**src/rtl/apb_arb_pkg.sv**
```systemverilog
// Shared definitions for the two-requester APB arbiter: FSM state encoding,
// default geometry and the timeout default.
package apb_arb_pkg;

  typedef enum logic [1:0] {
    ST_IDLE   = 2'd0,
    ST_SETUP  = 2'd1,
    ST_ACCESS = 2'd2,
    ST_RESP   = 2'd3
  } state_e;

  // Default APB geometry; the top address bit picks slave 1 or slave 2.
  localparam int DEF_ADDR_W         = 9;
  localparam int DEF_DATA_W         = 8;
  localparam int SLV_SEL_BIT        = DEF_ADDR_W - 1;

  // Maximum ACCESS cycles spent waiting for pready before aborting.
  localparam int DEF_TIMEOUT_CYCLES = 16;

endpackage

```
**src/rtl/rr_arbiter2.sv**
```systemverilog
// Two-way round-robin arbiter. The grant is combinational from the valids and
// the "last granted" pointer; the pointer moves only when the grant is accepted.
module rr_arbiter2 (
  input  logic       clk,
  input  logic       rst_n,
  input  logic       valid0,
  input  logic       valid1,
  input  logic       accept,
  output logic [1:0] grant
);

  // 1 = requester 1 was granted last, so requester 0 wins the next tie.
  logic last;

  // One-hot grant: a lone requester wins, a tie goes to the one not granted last.
  always_comb begin
    grant = 2'b00;
    if (valid0 && valid1) begin
      grant = last ? 2'b01 : 2'b10;
    end else if (valid0) begin
      grant = 2'b01;
    end else if (valid1) begin
      grant = 2'b10;
    end
  end

  // Pointer update on an accepted grant; reset favours requester 0.
  always_ff @(posedge clk or negedge rst_n) begin
    if (!rst_n) begin
      last <= 1'b1;
    end else if (accept && (grant != 2'b00)) begin
      last <= grant[1];
    end
  end

endmodule

```
**src/rtl/apb_req_arbiter.sv**
```systemverilog
// Shares one APB master path between two requesters. One command is accepted
// at a time (valid/ready), run through SETUP/ACCESS to slave 1 or 2, and the
// read data or a timeout error is returned to the owning requester.
//
// Handshake: a command on requester N transfers on a rising edge where
// reqN_valid and reqN_ready are both high. reqN_ready is only high in IDLE,
// for the arbitration winner, and never for both requesters in one cycle.
// The requester must hold valid and its command fields stable until then.
// rspN_valid is a single-cycle pulse with rsp_rdata/rsp_err; there is no
// backpressure on the response side.
module apb_req_arbiter
  import apb_arb_pkg::*;
#(
  parameter int ADDR_W         = SLV_SEL_BIT + 1,
  parameter int DATA_W         = DEF_DATA_W,
  parameter int TIMEOUT_CYCLES = DEF_TIMEOUT_CYCLES
) (
  input  logic              pclk,
  input  logic              preset,
  input  logic              req0_valid,
  output logic              req0_ready,
  input  logic              req0_write,
  input  logic [ADDR_W-1:0] req0_addr,
  input  logic [DATA_W-1:0] req0_wdata,
  input  logic              req1_valid,
  output logic              req1_ready,
  input  logic              req1_write,
  input  logic [ADDR_W-1:0] req1_addr,
  input  logic [DATA_W-1:0] req1_wdata,
  output logic              rsp0_valid,
  output logic              rsp1_valid,
  output logic [DATA_W-1:0] rsp_rdata,
  output logic              rsp_err,
  output logic              psel1,
  output logic              psel2,
  output logic              penable,
  output logic              pwrite,
  output logic [ADDR_W-1:0] paddr,
  output logic [DATA_W-1:0] pwdata,
  input  logic [DATA_W-1:0] prdata,
  input  logic              pready,
  output state_e            fsm_state
);

  localparam int SEL   = ADDR_W - 1;
  localparam int CNT_W = (TIMEOUT_CYCLES > 2) ? $clog2(TIMEOUT_CYCLES) : 1;
  localparam logic [CNT_W-1:0] CNT_LAST = CNT_W'(TIMEOUT_CYCLES - 1);

  state_e            state;
  logic [1:0]        grant;
  logic              handshake;
  logic              owner;
  logic [CNT_W-1:0]  wait_cnt;

  logic              sel_write;
  logic [ADDR_W-1:0] sel_addr;
  logic [DATA_W-1:0] sel_wdata;

  assign fsm_state  = state;
  assign req0_ready = (state == ST_IDLE) && grant[0];
  assign req1_ready = (state == ST_IDLE) && grant[1];
  assign handshake  = (state == ST_IDLE) && (req0_valid || req1_valid);

  rr_arbiter2 u_rr (
    .clk    (pclk),
    .rst_n  (preset),
    .valid0 (req0_valid),
    .valid1 (req1_valid),
    .accept (handshake),
    .grant  (grant)
  );

  // Command fields of the arbitration winner.
  always_comb begin
    sel_write = req0_write;
    sel_addr  = req0_addr;
    sel_wdata = req0_wdata;
    if (grant[1]) begin
      sel_write = req1_write;
      sel_addr  = req1_addr;
      sel_wdata = req1_wdata;
    end
  end

  // Transfer FSM; every APB and response output is registered alongside the state.
  always_ff @(posedge pclk or negedge preset) begin
    if (!preset) begin
      state      <= ST_IDLE;
      owner      <= 1'b0;
      wait_cnt   <= '0;
      psel1      <= 1'b0;
      psel2      <= 1'b0;
      penable    <= 1'b0;
      pwrite     <= 1'b0;
      paddr      <= '0;
      pwdata     <= '0;
      rsp0_valid <= 1'b0;
      rsp1_valid <= 1'b0;
      rsp_rdata  <= '0;
      rsp_err    <= 1'b0;
    end else begin
      case (state)
        ST_IDLE: begin
          rsp0_valid <= 1'b0;
          rsp1_valid <= 1'b0;
          if (handshake) begin
            owner  <= grant[1];
            pwrite <= sel_write;
            paddr  <= sel_addr;
            // Reads drive a clean zero on the write-data bus.
            pwdata <= sel_write ? sel_wdata : '0;
            psel1  <= ~sel_addr[SEL];
            psel2  <= sel_addr[SEL];
            state  <= ST_SETUP;
          end
        end

        ST_SETUP: begin
          penable <= 1'b1;
          state   <= ST_ACCESS;
        end

        ST_ACCESS: begin
          if (pready) begin
            rsp_rdata  <= pwrite ? '0 : prdata;
            rsp_err    <= 1'b0;
            psel1      <= 1'b0;
            psel2      <= 1'b0;
            penable    <= 1'b0;
            rsp0_valid <= ~owner;
            rsp1_valid <= owner;
            state      <= ST_RESP;
          end else if (wait_cnt == CNT_LAST) begin
            // Slave never answered: abort with an error and no data.
            rsp_rdata  <= '0;
            rsp_err    <= 1'b1;
            psel1      <= 1'b0;
            psel2      <= 1'b0;
            penable    <= 1'b0;
            rsp0_valid <= ~owner;
            rsp1_valid <= owner;
            state      <= ST_RESP;
          end else begin
            wait_cnt <= wait_cnt + 1'b1;
          end
        end

        ST_RESP: begin
          rsp0_valid <= 1'b0;
          rsp1_valid <= 1'b0;
          wait_cnt   <= '0;
          state      <= ST_IDLE;
        end

        default: begin
          state <= ST_IDLE;
        end
      endcase
    end
  end

endmodule
```
**config.mk**
```make
export PLATFORM = sky130hd
export DESIGN_NAME = apb_req_arbiter
export DESIGN_NICKNAME = d
export VERILOG_FILES = /design/src/rtl/apb_arb_pkg.sv /design/src/rtl/rr_arbiter2.sv /design/src/rtl/apb_req_arbiter.sv
export SDC_FILE = /design/constraint.sdc
export NUM_CORES = 1
export LEC_CHECK = 0
export CORE_MARGIN = 5
export CORE_UTILIZATION = 25
export CTS_CLUSTER_DIAMETER = 50
export DETAILED_ROUTE_END_ITERATION = 10
export GPL_TIMING_DRIVEN = 0
export PLACE_DENSITY = 0.61
export SLEW_MARGIN = 30
export SYNTH_ARGS = -nofsm -noshare
export SYNTH_HDL_FRONTEND = slang
export SYNTH_SLANG_ARGS = --single-unit
```
**constraint.sdc**
```tcl
create_clock -name pclk -period 2.11 [get_ports pclk]
set_clock_uncertainty 0.15 [all_clocks]
set_input_delay 0.422 -clock pclk [delete_from_list [all_inputs] [get_ports pclk]]
set_output_delay 0.422 -clock pclk [all_outputs]
set_load 0.03 [all_outputs]
```
Word-level counts from Yosys, hierarchy flattened --
Index checks and enable logic that the tools add are counted.
Word-level totals: register bits after elaboration 40, input bits 49, output and inout port bits 36, logic and storage cells 79
Operators by class: add/sub/neg operators 1, equality and inequality tests 8, multiplexer cells 33, bitwise gates (word level) 2, reduce and logical (&&, ||, !) cells 21
Operators with widths (number):
- 8-bit two-way mux | 5
- 2-bit two-way mux | 7
- 2-bit nonzero test | 6
- 1-bit two-way mux | 11
- 1-bit case mux with 2 select lines | 5
- 2-bit AND reduction | 5
- 9-bit two-way mux | 1
- 4-bit two-way mux | 2
- 2-bit case mux with 4 select lines | 1
- 4-bit case mux with 2 select lines | 1
- 3-bit AND reduction | 2
- 1-bit logical AND | 5
- 4-bit by 1-bit adder with 4-bit output, second input constant | 1
- 2-bit == test, second input constant | 2
- 4-bit == test, second input constant | 1
- 2-bit inequality test, second input constant | 2
- 3-bit inequality test, second input constant | 1
- 2-bit by 1-bit == test with 1-bit output, second input constant | 1
- 2-bit logical NOT | 1
- 2-bit by 1-bit inequality test with 1-bit output, second input constant | 1
- 1-bit inverter | 2
- 2-bit OR reduction | 1
- 1-bit logical OR | 1

Logic depth before layout (Yosys ltp) --
depth in word-level cells 7, gate-level depth with buffers 7, depth with buffers taken out 5

Modules after synthesis --
Synthesis repeated with hierarchy kept, for this count alone.
Second synthesis, totals: cells, all modules 184, area, all modules 2014.4 µm²
By module, submodules not included:
- apb_req_arbiter | instances 1, cells an instance 178, area each 1958.1 µm², seq. area each 975.9 µm²
- rr_arbiter2 | instances 1, cells an instance 6, area each 56.3 µm², seq. area each 26.3 µm²

Worst setup path before layout --
No wires, ideal clock.
kind register -> output, start register state[0] (netlist: fsm_state[0]), end output req0_ready, arrival time 1372 ps, data required time 1538 ps, slack 166 ps, stages on the path, launching flop included 6, path buffers 1, cell sequence dfrtp_1 > inv_1 > ha_1 > buf_4 > and2_1 > and2_1
Between the ends: word-level cells in the longest chain between the ends 2
Ends and longest elaborated chain:
- from (decl) | line apb_req_arbiter.sv:49 | state_e state;
- from (signal assigned) | line apb_req_arbiter.sv:88 | state <= ST_IDLE;
- from (signal assigned) | line apb_req_arbiter.sv:114 | state <= ST_SETUP;
- from (signal assigned) | line apb_req_arbiter.sv:120 | state <= ST_ACCESS;
- 2-bit logical NOT | line apb_req_arbiter.sv:60 | assign req0_ready = (state == ST_IDLE) && grant[0];
- 1-bit logical AND | line apb_req_arbiter.sv:60
- to (decl) | line apb_req_arbiter.sv:21 | output logic req0_ready,
Every way passes these cells.

Worst setup path in the final report --
Same ends and word-level chain as after synthesis.

==> impl_metrics.env <==
export IMPL_seq_area_frac_synth_pct=52.0
export IMPL_hp_class="flip-flop to flip-flop"
export IMPL_placementRows=32
export IMPL_clkSlewWorstSetupHoldPaths_ps=70
export IMPL_critical_path_most_common_cell="sky130_fd_sc_hd__and2_1"
export IMPL_cts_sinks=40
export IMPL_dieWidth_microns=97.8
export IMPL_drc_errors=0
export IMPL_post_synth_num_cell_types=41
export IMPL_clk_insertion_delay_late_ps=280
export IMPL_fin_setup_tns_ps=0
export IMPL_placedInstanceArea_sq_mm=0.00292
export IMPL_worst_ep_arrival_time_ps=1440
export IMPL_gr_total_overflow=0
export IMPL_worst_slew_pin_slew_ps=533
export IMPL_internal_power_mw=2.49
export IMPL_clock_tree_buffer_depth=2
export IMPL_antenna_cells_inserted=0
export IMPL_syn_num_nets=230
export IMPL_share_seq_of_total_power_pct=30.7
export IMPL_start_kind="flip-flop"
export IMPL_rsz0062_at_grt="no"
export IMPL_global_route_wire_length_before_repair_microns=8420
export IMPL_synthesis_area_per_instance_sq_um=10.9
export IMPL_post_layout_minimum_cycle_time_ps=2010
export IMPL_first_global_vias=1691
export IMPL_run_status="finished clean"
export IMPL_finalMaxSlewViolations=0
export IMPL_postSynth_asyncResetShare_pct=100
export IMPL_io_buffer_count=84
export IMPL_drt_initial_drc_count=52
export IMPL_grt_busiest_layer="met2"
export IMPL_fillerInstances=774
export IMPL_gr_usage_met3_pct=3.21
export IMPL_initial_antenna_violation_count=0
export IMPL_multi_input_comb_area_sq_um=866
export IMPL_final_layout_size_suffix_gt1_share_pct=11.3
export IMPL_synth_enable_flop_cells=0
export IMPL_max_cap_violations=0
export IMPL_initial_utilization_pct=25.3
export IMPL_setup_worst_path_class="flip-flop to primary output"
export IMPL_critical_path_max_stage_delay_ps=380
export IMPL_global_route_usage_total_pct=10.7
export IMPL_cp_max_fo=10
export IMPL_crit_required_ps=1540
export IMPL_path_delay_family="flip-flops"
export IMPL_report_final_hold_viol_count=0
export IMPL_syn_instance_count=177
export IMPL_route_final_wire_length_microns=5100
export IMPL_layout_area_overhead_vs_synth_pct=58.6
export IMPL_synth_warnings=0
export IMPL_crit_end_element="primary output"
export IMPL_boundaryPins=85
export IMPL_synth_ff_type="sky130_fd_sc_hd__dfrtp_1"
export IMPL_yosys_top_cells_count="sky130_fd_sc_hd__dfrtp_1, sky130_fd_sc_hd__nand2_1, sky130_fd_sc_hd__mux2i_1"
export IMPL_first_pass_iters=4
export IMPL_pwr_share_comb_pct=56.5
export IMPL_fin_ws_ps=95.4
export IMPL_synthTopCellsByArea="sky130_fd_sc_hd__dfrtp_1, sky130_fd_sc_hd__mux2i_1, sky130_fd_sc_hd__nand2_1"
export IMPL_ys_seq_elements=40
export IMPL_fp_dieArea_sq_mm=0.00956
export IMPL_via_count=1708
export IMPL_worst_path_buf_inv=2
export IMPL_synth_largest_area_cell="sky130_fd_sc_hd__dfrtp_1"
export IMPL_place_inst=364
export IMPL_yosys_top_cell_area_share_pct=50.7
export IMPL_setup_viol_count_final=0
export IMPL_max_slew_headroom_pct=64.4
export IMPL_place_gp_congestion=0.769
export IMPL_routed_wire_length_per_instance_microns=13.6
export IMPL_power_leakage_nw=1.32
export IMPL_groute_layer_met1_usage_pct=13.8
export IMPL_number_of_standard_cells_in_the_final_layout_excluding_fillers=376
export IMPL_cts_tree="done"
export IMPL_grt_max_degree=22
export IMPL_rrSetupSlack_ps=280
export IMPL_power_switching_share_pct=42.2
export IMPL_worst_ir_drop_on_vdd_v=0.000438
export IMPL_place_hpwl_microns=3930
export IMPL_finalInstanceArea_sq_mm=0.00305
export IMPL_slowest_stage="sky130_fd_sc_hd__dfrtp_1"
export IMPL_cts_inserted_buffers=5
export IMPL_yosysMostFrequentCell="sky130_fd_sc_hd__dfrtp_1"
export IMPL_finish_utilization_pct=40.1
export IMPL_clock_root_buffer="sky130_fd_sc_hd__clkbuf_8"
export IMPL_via_per_inst=4.54
export IMPL_floorplan_core_area_sq_mm=0.00761
export IMPL_fin_hold_ws_ps=331
export IMPL_netSwitchingPower_mw=1.82
export IMPL_crit_chain="inv_1 -> ha_4 -> and2_1 -> and2_1 -> buf_4"
export IMPL_p_per_area_mw_per_mm2=1410
export IMPL_final_nets=326
export IMPL_post_route_period_util_pct=95.5
export IMPL_met2_usage_pct=17.3
export IMPL_design_power_total_mw=4.31
export IMPL_preCtsSetupSlack_ps=-756
export IMPL_fp_dieH_microns=97.8
export IMPL_cts_htree_levels=2
export IMPL_remaining_number_of_nets_flagged_by_the_antenna_check_after_routing=0
export IMPL_fmax_ghz=0.496
export IMPL_ff_latch_area_sq_mm=0.00100
export IMPL_p_clk_share_pct=12.8
export IMPL_netlist_area_sq_mm=0.00193
state kept, by name, summed over array words and instances (netlist names), 2 cells and up:
register	count
paddr	9
pwdata	8
rsp_rdata	8
wait_cnt	4
fsm_state	2
what timing repair did:
action                                 CTS  global route
gates resized for setup                 15             1
setup endpoints to repair                2             1
endpoints found under the hold margin   19             0
buffers inserted                         4             0
pin swaps                                1             0
hold buffers                             1             0
cells in the final DEF (no fill, tap or decap), drive strengths merged, types with 8 or more instances in the layout:
| master | instances |
|---|---|
| clkdlybuf4s50 | 79 |
| dfrtp | 39 |
| nand2 | 27 |
| o21ai | 22 |
| mux2i | 18 |
| buf | 13 |
| nand3 | 10 |
| clkbuf | 10 |
| a22o | 8 |
cell type report:
type	count	share of cell area [%]
inverter	2	0.246
tap	102	4.18
clock buffer	8	3.28
buffer	7	1.80
sequential	40	32.8
timing repair buffer	90	29.3
multi-input combinational	127	28.3
worst reg2reg max path, stage by stage, from the launching register on:
cell and delay (ps):
sky130_fd_sc_hd__dfrtp_1 380, sky130_fd_sc_hd__inv_1 120, sky130_fd_sc_hd__ha_1 310, sky130_fd_sc_hd__buf_2 260, sky130_fd_sc_hd__nand2_1 220, sky130_fd_sc_hd__a22o_1 290
final timing paths:
path / from / end / depth (start not counted)
max: fsm_state[0] / req0_ready / 5
min: pwdata[1] / pwdata[1] / 2
max reg2reg: fsm_state[0] / rsp_rdata[2] / 5
min reg2reg: pwdata[1] / pwdata[1] / 2
max in group asynchronous: preset / u_rr.last / 3
min in group asynchronous: preset / rsp_rdata[3] / 2
power by group through the flow:
stage	clock [mW]	sequential (mW)	combinational [mW]
global placement	0	1.34	2.35
global route	0.613	1.37	2.61
floorplan	0	1.89	0.875
CTS	0.573	1.33	2.43
detailed placement	0	1.36	2.37
finish	0.552	1.32	2.43
layer usage:
layer	share of wire, %	vias to the layer above
met4	1.1	0
met1	46	813
met2	47	57
met5	0	-
li1	-	832
met3	6.6	6
logic make-up after synthesis:
kind of cell	after synthesis	synth area share, %
AOI/OAI and AO/OA	47	17.0
adders and majority gates	4	2.60
buffers and inverters	10	3.64
DFF	40	52.0
muxes	20	10.7
and+or+nand+nor	56	14.0
No activity file was read; power rests on OpenSTA's default activity.
